[config.mk]
export PLATFORM = sky130hd
export DESIGN_NAME = m_cache_refill
export DESIGN_NICKNAME = d
export VERILOG_FILES = /design/src/rtl/m_cache_refill.sv
export SDC_FILE = /design/constraint.sdc
export NUM_CORES = 1
export LEC_CHECK = 0
export ABC_CLOCK_PERIOD_IN_PS = 3530
export CORE_MARGIN = 3
export CORE_UTILIZATION = 40
export CTS_CLUSTER_SIZE = 30
export DETAILED_ROUTE_END_ITERATION = 10
export HOLD_SLACK_MARGIN = 0.12
export PLACE_DENSITY = 0.72
export SYNTH_ARGS = -nofsm -noshare
export SYNTH_HDL_FRONTEND = slang
export SYNTH_SLANG_ARGS = --single-unit
export TNS_END_PERCENT = 5
[constraint.sdc]
create_clock -name i_clk -period 3.53 [get_ports i_clk]
set_input_delay 0.706 -clock i_clk [delete_from_list [all_inputs] [get_ports i_clk]]
set_output_delay 0.706 -clock i_clk [all_outputs]
set_load 0.03 [all_outputs]
[src/rtl/m_cache_refill.sv]
// Miss/refill engine: fetches 4-word lines over a single-word req/ack bus and forwards stores.
// Build option CACHE_CRITICAL_WORD_FIRST_EN: fetch the missing word first and return it early.
//   state | meaning
//   IDLE  | wait for a store or a miss
//   STORE | write-through store on the memory bus
//   FETCH | reading the four line words
//   FILL  | one-cycle cache install strobe
//   HOLD  | dead cycle while cache tags catch up
module m_cache_refill #(
  parameter int ADDR_WIDTH = 32
) (
  input  logic                  i_clk,
  input  logic                  i_rst_n,
  input  logic                  i_miss,
  input  logic [ADDR_WIDTH-1:0] i_miss_addr,
  input  logic                  i_st,
  input  logic [ADDR_WIDTH-1:0] i_st_addr,
  input  logic [31:0]           i_st_data,
  output logic                  o_st_ack,
  output logic                  o_busy,
  output logic                  o_bwe,
  output logic [ADDR_WIDTH-1:0] o_baddr,
  output logic [127:0]          o_bdata,
  output logic                  o_cword_v,
  output logic [31:0]           o_cword,
  output logic                  o_mreq,
  output logic                  o_mwe,
  output logic [ADDR_WIDTH-1:0] o_maddr,
  output logic [31:0]           o_mwdata,
  input  logic                  i_mack,
  input  logic [31:0]           i_mrdata
);

  typedef enum logic [2:0] {S_IDLE, S_STORE, S_FETCH, S_FILL, S_HOLD} state_t;

  state_t                  state, state_nxt;
  logic [ADDR_WIDTH-1:0]   line_q, line_d;
  logic [1:0]              crit_q, crit_d;
  logic [1:0]              cnt_q, cnt_d;
  logic [3:0][31:0]        buf_q, buf_d;
  logic [1:0]              word_cur, word_nxt, word_first;
  logic                    ack;
  logic                    st_take;

  logic                    busy_d, bwe_d, cword_v_d, st_ack_d, mreq_d, mwe_d;
  logic [ADDR_WIDTH-1:0]   baddr_d, maddr_d;
  logic [127:0]            bdata_d;
  logic [31:0]             cword_d, mwdata_d;

  logic                    unused_miss_lsb;
  assign unused_miss_lsb = ^i_miss_addr[1:0];

  assign ack = o_mreq & i_mack;
  // o_st_ack is high in the first IDLE cycle while the requester still holds i_st
  assign st_take = i_st & ~o_st_ack;

`ifdef CACHE_CRITICAL_WORD_FIRST_EN
  assign word_cur   = crit_q + cnt_q;
  assign word_first = i_miss_addr[3:2];
`else
  assign word_cur   = cnt_q;
  assign word_first = 2'd0;
`endif
  assign word_nxt = word_cur + 2'd1;

  always_ff @(posedge i_clk) begin
    if (!i_rst_n) begin
      state     <= S_IDLE;
      line_q    <= '0;
      crit_q    <= '0;
      cnt_q     <= '0;
      buf_q     <= '0;
      o_busy    <= 1'b0;
      o_bwe     <= 1'b0;
      o_cword_v <= 1'b0;
      o_st_ack  <= 1'b0;
      o_mreq    <= 1'b0;
      o_mwe     <= 1'b0;
      o_baddr   <= '0;
      o_maddr   <= '0;
      o_mwdata  <= '0;
      o_bdata   <= '0;
      o_cword   <= '0;
    end else begin
      state     <= state_nxt;
      line_q    <= line_d;
      crit_q    <= crit_d;
      cnt_q     <= cnt_d;
      buf_q     <= buf_d;
      o_busy    <= busy_d;
      o_bwe     <= bwe_d;
      o_cword_v <= cword_v_d;
      o_st_ack  <= st_ack_d;
      o_mreq    <= mreq_d;
      o_mwe     <= mwe_d;
      o_baddr   <= baddr_d;
      o_maddr   <= maddr_d;
      o_mwdata  <= mwdata_d;
      o_bdata   <= bdata_d;
      o_cword   <= cword_d;
    end
  end

  always_comb begin
    state_nxt = state;
    case (state)
      S_IDLE: begin
        if (st_take)     state_nxt = S_STORE;
        else if (i_miss) state_nxt = S_FETCH;
      end
      S_STORE: if (ack) state_nxt = S_IDLE;
      S_FETCH: if (ack && cnt_q == 2'd3) state_nxt = S_FILL;
      S_FILL:  state_nxt = S_HOLD;
      S_HOLD:  state_nxt = S_IDLE;
      default: state_nxt = S_IDLE;
    endcase
  end

  always_comb begin
    line_d    = line_q;
    crit_d    = crit_q;
    cnt_d     = cnt_q;
    buf_d     = buf_q;
    busy_d    = (state_nxt != S_IDLE);
    bwe_d     = 1'b0;
    cword_v_d = 1'b0;
    st_ack_d  = 1'b0;
    mreq_d    = o_mreq;
    mwe_d     = o_mwe;
    baddr_d   = o_baddr;
    maddr_d   = o_maddr;
    mwdata_d  = o_mwdata;
    bdata_d   = o_bdata;
    cword_d   = o_cword;
    case (state)
      S_IDLE: begin
        if (st_take) begin
          mreq_d   = 1'b1;
          mwe_d    = 1'b1;
          maddr_d  = i_st_addr;
          mwdata_d = i_st_data;
        end else if (i_miss) begin
          line_d  = {i_miss_addr[ADDR_WIDTH-1:4], 4'b0000};
          crit_d  = i_miss_addr[3:2];
          cnt_d   = 2'd0;
          mreq_d  = 1'b1;
          mwe_d   = 1'b0;
          maddr_d = {i_miss_addr[ADDR_WIDTH-1:4], word_first, 2'b00};
        end
      end
      S_STORE: begin
        if (ack) begin
          mreq_d   = 1'b0;
          mwe_d    = 1'b0;
          st_ack_d = 1'b1;
        end
      end
      S_FETCH: begin
        if (ack) begin
          buf_d[word_cur] = i_mrdata;
`ifdef CACHE_CRITICAL_WORD_FIRST_EN
          if (cnt_q == 2'd0) begin
            cword_v_d = 1'b1;
            cword_d   = i_mrdata;
          end
`endif
          if (cnt_q == 2'd3) begin
            mreq_d  = 1'b0;
            bwe_d   = 1'b1;
            baddr_d = line_q;
            bdata_d = buf_d;
`ifndef CACHE_CRITICAL_WORD_FIRST_EN
            cword_v_d = 1'b1;
            cword_d   = buf_d[crit_q];
`endif
          end else begin
            cnt_d   = cnt_q + 2'd1;
            maddr_d = {line_q[ADDR_WIDTH-1:4], word_nxt, 2'b00};
          end
        end
      end
      default: ;
    endcase
  end

endmodule

After elaboration in Yosys (flattened, before gate mapping)
Index checks and enable logic that the tools add are counted.
Storage, ports and cells
  flip-flop bits (word level): 420
  bits of input ports: 133
  output and inout port bits: 262
  logic and storage cells: 85
Cells by class
  add/sub/neg operators: 1
  magnitude comparators: 3
  eq/ne operators: 11
  mux-type cells: 31
  bitwise logic cells: 4
  reduce and logical (&&, ||, !) cells: 17
Operators with widths (number)
  32-bit two-way mux: 6
  128-bit bitwise mux: 1
  32-bit binary-select mux with 2-bit select: 1
  32-bit demux with 2-bit select: 1
  32-bit one-hot mux with 2 select lines: 1
  3-bit two-way mux: 4
  2-bit inequality test (second input constant): 6
  3-bit one-hot mux with 4 select lines: 1
  3-bit AND reduction: 4
  5-bit AND reduction: 2
  1-bit two-way mux: 9
  2-bit two-way mux: 4
  3-bit by 2-bit == test with 1-bit output (second input constant): 2
  2-bit by 3-bit less-than comparator with 1-bit output (second input constant): 2
  2-bit AND reduction: 3
  3-bit nonzero test: 2
  2-bit one-hot mux with 2 select lines: 1
  4-bit AND reduction: 1
  2-bit nonzero test: 2
  3-bit by 1-bit == test with 1-bit output (second input constant): 1
  3-bit logical NOT: 1
  3-bit inequality test (second input constant): 1
  1-bit one-hot mux with 3 select lines: 1
  2-bit by 1-bit adder with 2-bit output (second input constant): 1
  other kinds (6): 9

Depth between registers and ports, before layout
  depth after elaboration: 7
  mapped depth: 8
  gate-level depth less buffers: 5

Worst setup path before layout
OpenSTA, ideal clock, no wires.
  path type: input -> register
  start: in i_mack
  end: reg o_bdata[84]
  setup time: 116 ps
  data arrival time: 1782 ps
  required time: 3414 ps
  setup slack: 1631 ps
  cell stages on the path: 7
  path buffers: 4
  cells stage by stage: and3b_2 buf_6 and3_4 buf_6 buf_6 buf_6 o211a_1
Between the ends
  word-level cells in the longest chain between the ends: 2
Ends and longest elaborated chain
  from (decl): RTL line 30  | input logic i_mack,
  1-bit bitwise AND: RTL line 53  | assign ack = o_mreq & i_mack;
  3-bit AND reduction (no line)
  to (signal assigned): RTL line 99  | o_bdata <= bdata_d;
  to (decl): RTL line 23  | output logic [127:0] o_bdata,
Every way passes these cells.
A chain may end at the register's enable or synchronous reset.

Worst setup path in the final report
  start: reg cnt_q[0]
  end: reg buf_q[17] (netlist name)
Between the ends
  word-level cells in the longest chain between the ends: 5
  elaborated cells between the ends (all ways): 6
  classes of those cells: order compare: 2; mux: 3; reduce/logical: 1
Ends and longest elaborated chain
  from (decl): RTL line 39  | logic [1:0] cnt_q, cnt_d;
  from (signal assigned): RTL line 88  | cnt_q <= cnt_d;
  2-bit by 3-bit less-than comparator with 1-bit output (implied by the code) / 2-bit by 1-bit >= comparator with 1-bit output (equally long branches): RTL line 160  | buf_d[word_cur] = i_mrdata;
  1-bit logical AND (implied by the code): RTL line 160
  32-bit two-way mux (implied by the code): RTL line 160
  32-bit demux with 2-bit select *: RTL line 160
  128-bit bitwise mux *: RTL line 160
  to (signal assigned): RTL line 89  | buf_q <= buf_d;
  to (decl): RTL line 40  | logic [3:0][31:0] buf_q, buf_d;
Every way passes the cells marked *; elsewhere a longest branch is shown, timed or not.

==> results.md <==
- The run finished with clean final reports.
- The average instance in the mapped netlist occupies 8.824 sq um.
- The highest fanout seen on the critical path is 18.
- Setup repair after global routing left no endpoint under its margin.
- Data on the critical path arrives at its endpoint at 2.85 ns.
- The residual DRC count is 0.
- The number of buffer cells added on primary ports is 388.
- The clock tree from TritonCTS is done.
- The worst hold path belongs to the class register to register.
- The estimated wirelength of the detail-placed design is 36.32 mm.
- The share of cells above drive strength 1 is 0.09294.
- CTS saw 420 sinks.
- In this run the critical register-to-register path is launched from cnt_q[0]$_SDFFE_PN0P_.
- Setup violations remaining at the end of the flow were counted as 0.
- The total overflow left after global routing is 0.
- The most common cell in the synthesized netlist is sky130_fd_sc_hd__nand2_1.
- IR analysis of the VDD net gives a maximum drop of 0.0004053 V.
- The sequential area share after synthesis is 0.4822.
- The slowest stage of the critical path is the sky130_fd_sc_hd__nand3_2 cell.
- The kind of cell adding the most delay to the critical path is simple AND/OR/NAND/NOR gates.
- The number of warnings issued by yosys is 0.
- The floorplan step defined a core boundary enclosing 42,510 sq um.
- Traced cell by cell, the critical path runs through inv_1 > ha_2 > nand3_2 > buf_4 > nand2_1 > a21oi_1.
- The average wire per standard cell is 19.35 um.
- The stage delay of the slowest cell on the critical path is 0.64 ns.
- The startpoint of the most critical hold path is o_baddr[20]$_SDFFE_PN0P_.
- The post-synth design cell area is 17,440 sq um.
- The path depth of the worst reg2reg path is 6.
- The number of flops mapped to enable cells by yosys is 0.
- Summed over all cells, the static leakage comes to 8.459 nW.
- The largest clock skew in the final design is 0.01543 ns.
- Of the available clock period, the critical path in the final layout requires 0.6885.
- The top cell type by total area after synthesis is sky130_fd_sc_hd__dfxtp_1.
- Once placement finished, the instance area stood at 21,520 sq um.
- The post-synthesis cell type count is 37.
- The number of endpoints with negative hold slack in the final report was 0.
- The detailed-route via count is 15,150.
- Yosys attributes the largest share of cell area to sky130_fd_sc_hd__dfxtp_1 48%, sky130_fd_sc_hd__nand2_1 12%, sky130_fd_sc_hd__a21oi_1 8.0%.
- The routability congestion estimate is 0.8452.
- The count of antenna-violating nets left after detailed routing is 0.
- After layout, the minimum clock period comes to 2.430 ns.
- The worst setup path category is register to register.
- The maximum achievable frequency is 0.4115 GHz.
- The required time reported for the critical path endpoint is 3.95 ns.
- The max-cap violation count is 0.
- Entering global routing, the biggest net connects 104 pins.
- The post-synthesis instance total is 1,976.
- The detailed-routing iteration count for the pre-antenna-repair pass is 5.
- The endpoint of the worst register-to-register path is buf_q[17]$_SDFFE_PN0P_.
- After routing the design area is 23,040 sq um.
- The total die area is 46,130 sq um.
- The commonest cells after synthesis are 574 x sky130_fd_sc_hd__nand2_1, 420 x sky130_fd_sc_hd__dfxtp_1, 280 x sky130_fd_sc_hd__a21oi_1.
- The worst pin sits at a relative slew slack of 0.3448.
- The number of global-route vias before repair is 14,820.
- The number of top-level design ports is 395.
- The initial DRC count is 1,005.
- The maximum count of clock buffers along a single path is 3.
- The number of cells on the critical path is 6.
- The most instantiated flip-flop cell in the synthesis netlist is sky130_fd_sc_hd__dfxtp_1.
- The worst hold path terminates at o_baddr[20]$_SDFFE_PN0P_.
- The area growth from synthesis to final layout is 32.16%.
- The worst setup path is launched from a register.
- The H-tree depth is 2.
- The count of standard-cell rows is 75.
- At the pin with the least slew margin, the transition time is 0.9827 ns.
- The global-route wire length before repair is 85.32 mm.
- The register bit count reported by yosys is 420.
- The clock reaches the later pin of the worst-skew pair after 0.57 ns.
- Along the worst hold path, the cell count comes to 2.
- The filler cells instantiated in the layout total 3,798.
- The count of nets after finishing is 2,386.
- The type of element capturing the critical path is a register.
- The floorplan step set the die height to 214.8 um.
- Measured along the x axis, the die boundary spans 214.8 um.
- After detailed routing, the number of vias per cell comes to 5.297.
- Setup slack on the worst reg-to-reg path comes out at 1.10 ns.
- The share of synthesized registers carrying an async set or reset is 0.
- The overall power consumption is 10.82 mW.
- The power per unit of standard cell area is 469.5 nW/um^2.
- The wire length after detailed routing is 55.37 mm.
- The worst path buffer plus inverter count is 2.
- For the final routed database, the setup TNS stands at 0 ns.
- The starting utilization of the core area is 0.4102.
- The count of hold buffers inserted by post-cts repair is 0.
- The final max-slew violation count is 0.
- The number of CTS-inserted buffers is 46.
- Once the clock tree was built, the resizer swapped 0 gates to a different size.
- After clock tree synthesis, the clock-pin slew on the worst setup and hold paths is 0.06 ns.
- The cell at the root of the clock tree is sky130_fd_sc_hd__clkbuf_16.
- For this run, the total global-route usage over all layers was measured as 0.2318.
- The top cell type's share of synthesized area is 0.4822.
- The number of antenna violations at the first check in global routing is 6.
- The number of setup buffers added after CTS is 0.
## sequential cells by signal, summed over array words and instances, names as in the netlist
| name | cells |
|---|---|
| o_st_ack | 1 |
| o_bdata | 128 |
| o_maddr | 32 |
| cnt_q | 2 |
| state | 3 |
| o_cword_v | 1 |
| buf_q | 128 |
| o_mwdata | 32 |
| o_busy | 1 |
| o_mwe | 1 |
| o_cword | 32 |
| crit_q | 2 |
| line_q | 28 |
| o_baddr | 28 |
| o_mreq | 1 |
## worst register-to-register path, cell delays in order (launching register included)
cell and delay [ns]:
sky130_fd_sc_hd__dfxtp_1 0.34, sky130_fd_sc_hd__inv_1 0.15, sky130_fd_sc_hd__ha_2 0.56, sky130_fd_sc_hd__nand3_2 0.64, sky130_fd_sc_hd__buf_4 0.43, sky130_fd_sc_hd__nand2_1 0.09, sky130_fd_sc_hd__a21oi_1 0.06
## worst max path at each step
stage / start / to
finish: cnt_q[0]$_SDFFE_PN0P_ / buf_q[17]$_SDFFE_PN0P_
global route: cnt_q[0]$_SDFFE_PN0P_ / buf_q[21]$_SDFFE_PN0P_
floorplan: i_mack / o_bdata[84]$_SDFFE_PN0P_
detailed placement: i_mack / buf_q[41]$_SDFFE_PN0P_
CTS: o_bdata[1]$_SDFFE_PN0P_ / o_bdata[1]
global placement: i_mack / buf_q[30]$_SDFFE_PN0P_
## cells in the final DEF, fill, tap and decap left out, drive strengths merged, types with 5 or more instances in the layout
cell	Yosys	final
nand2	574	574
clkdlybuf4s50	0	387
nand3	12	12
a22o	29	29
a21boi	9	9
mux4	32	32
nor2	82	82
o211a	47	47
buf	94	41
and3	12	12
inv	6	7
mux2i	128	128
clkinv	0	5
a211oi	50	50
dfxtp	420	420
a31oi	28	28
a21oi	281	281
clkbuf	112	70
o21ai	37	37
## layout make-up
| cell class | instances | area (sq um) | area share |
|---|---|---|---|
| sequential | 420 | 8411 | 0.3650 |
| multi-input combinational | 1347 | 8054 | 0.3495 |
| timing repair buffer | 428 | 4307 | 0.1869 |
| clock buffer | 70 | 1405 | 0.06097 |
| tap | 577 | 721.9 | 0.03133 |
| clock inverter | 10 | 108.9 | 0.004724 |
| inverter | 6 | 30.03 | 0.001303 |
| antenna | 3 | 7.507 | 0.0003258 |
## stage by stage
stage                 util  std cells  hold WS, ns  worst slack, ns
detailed placement  0.5063       2778       0.4459           0.6585
global route        0.5420       2860       0.4690           0.9779
finish              0.5421       2861       0.4508            1.100
CTS                 0.5419       2858       0.4538            1.065
floorplan                -       1979       0.4357            1.631
global placement    0.5063       2778       0.4408           0.7320
## per-layer routing
layer,routed length (um),vias to the layer above,global-route usage
met1,23140,7248,0.2893
met4,1728,6,0.08672
met5,38,-,0
li1,-,7261,-
met3,5277,100,0.07895
met2,25180,539,0.3720
## power by group
| group | leakage, nW | switching (mW) | total [mW] | internal [mW] |
|---|---|---|---|---|
| combinational | 4.32 | 0.631 | 1.09 | 0.460 |
| clock | 0.741 | 1.93 | 4.81 | 2.88 |
| sequential | 3.40 | 0.0762 | 4.92 | 4.85 |
| total | 8.46 | 2.63 | 10.8 | 8.19 |
## cell families (layout without fill, tap and decap cells)
kind of cell	Yosys count	after routing	share of synthesized area
and+or+nand+nor	691	691	0.1543
DFF	420	420	0.4822
buffers and inverters	212	514	0.05906
other	1	7	0.0002151
AOI/OAI and AO/OA	488	488	0.1865
adders and majority gates	4	4	0.002870
muxes	160	160	0.1148
No activity file was read; power rests on OpenSTA's default activity.
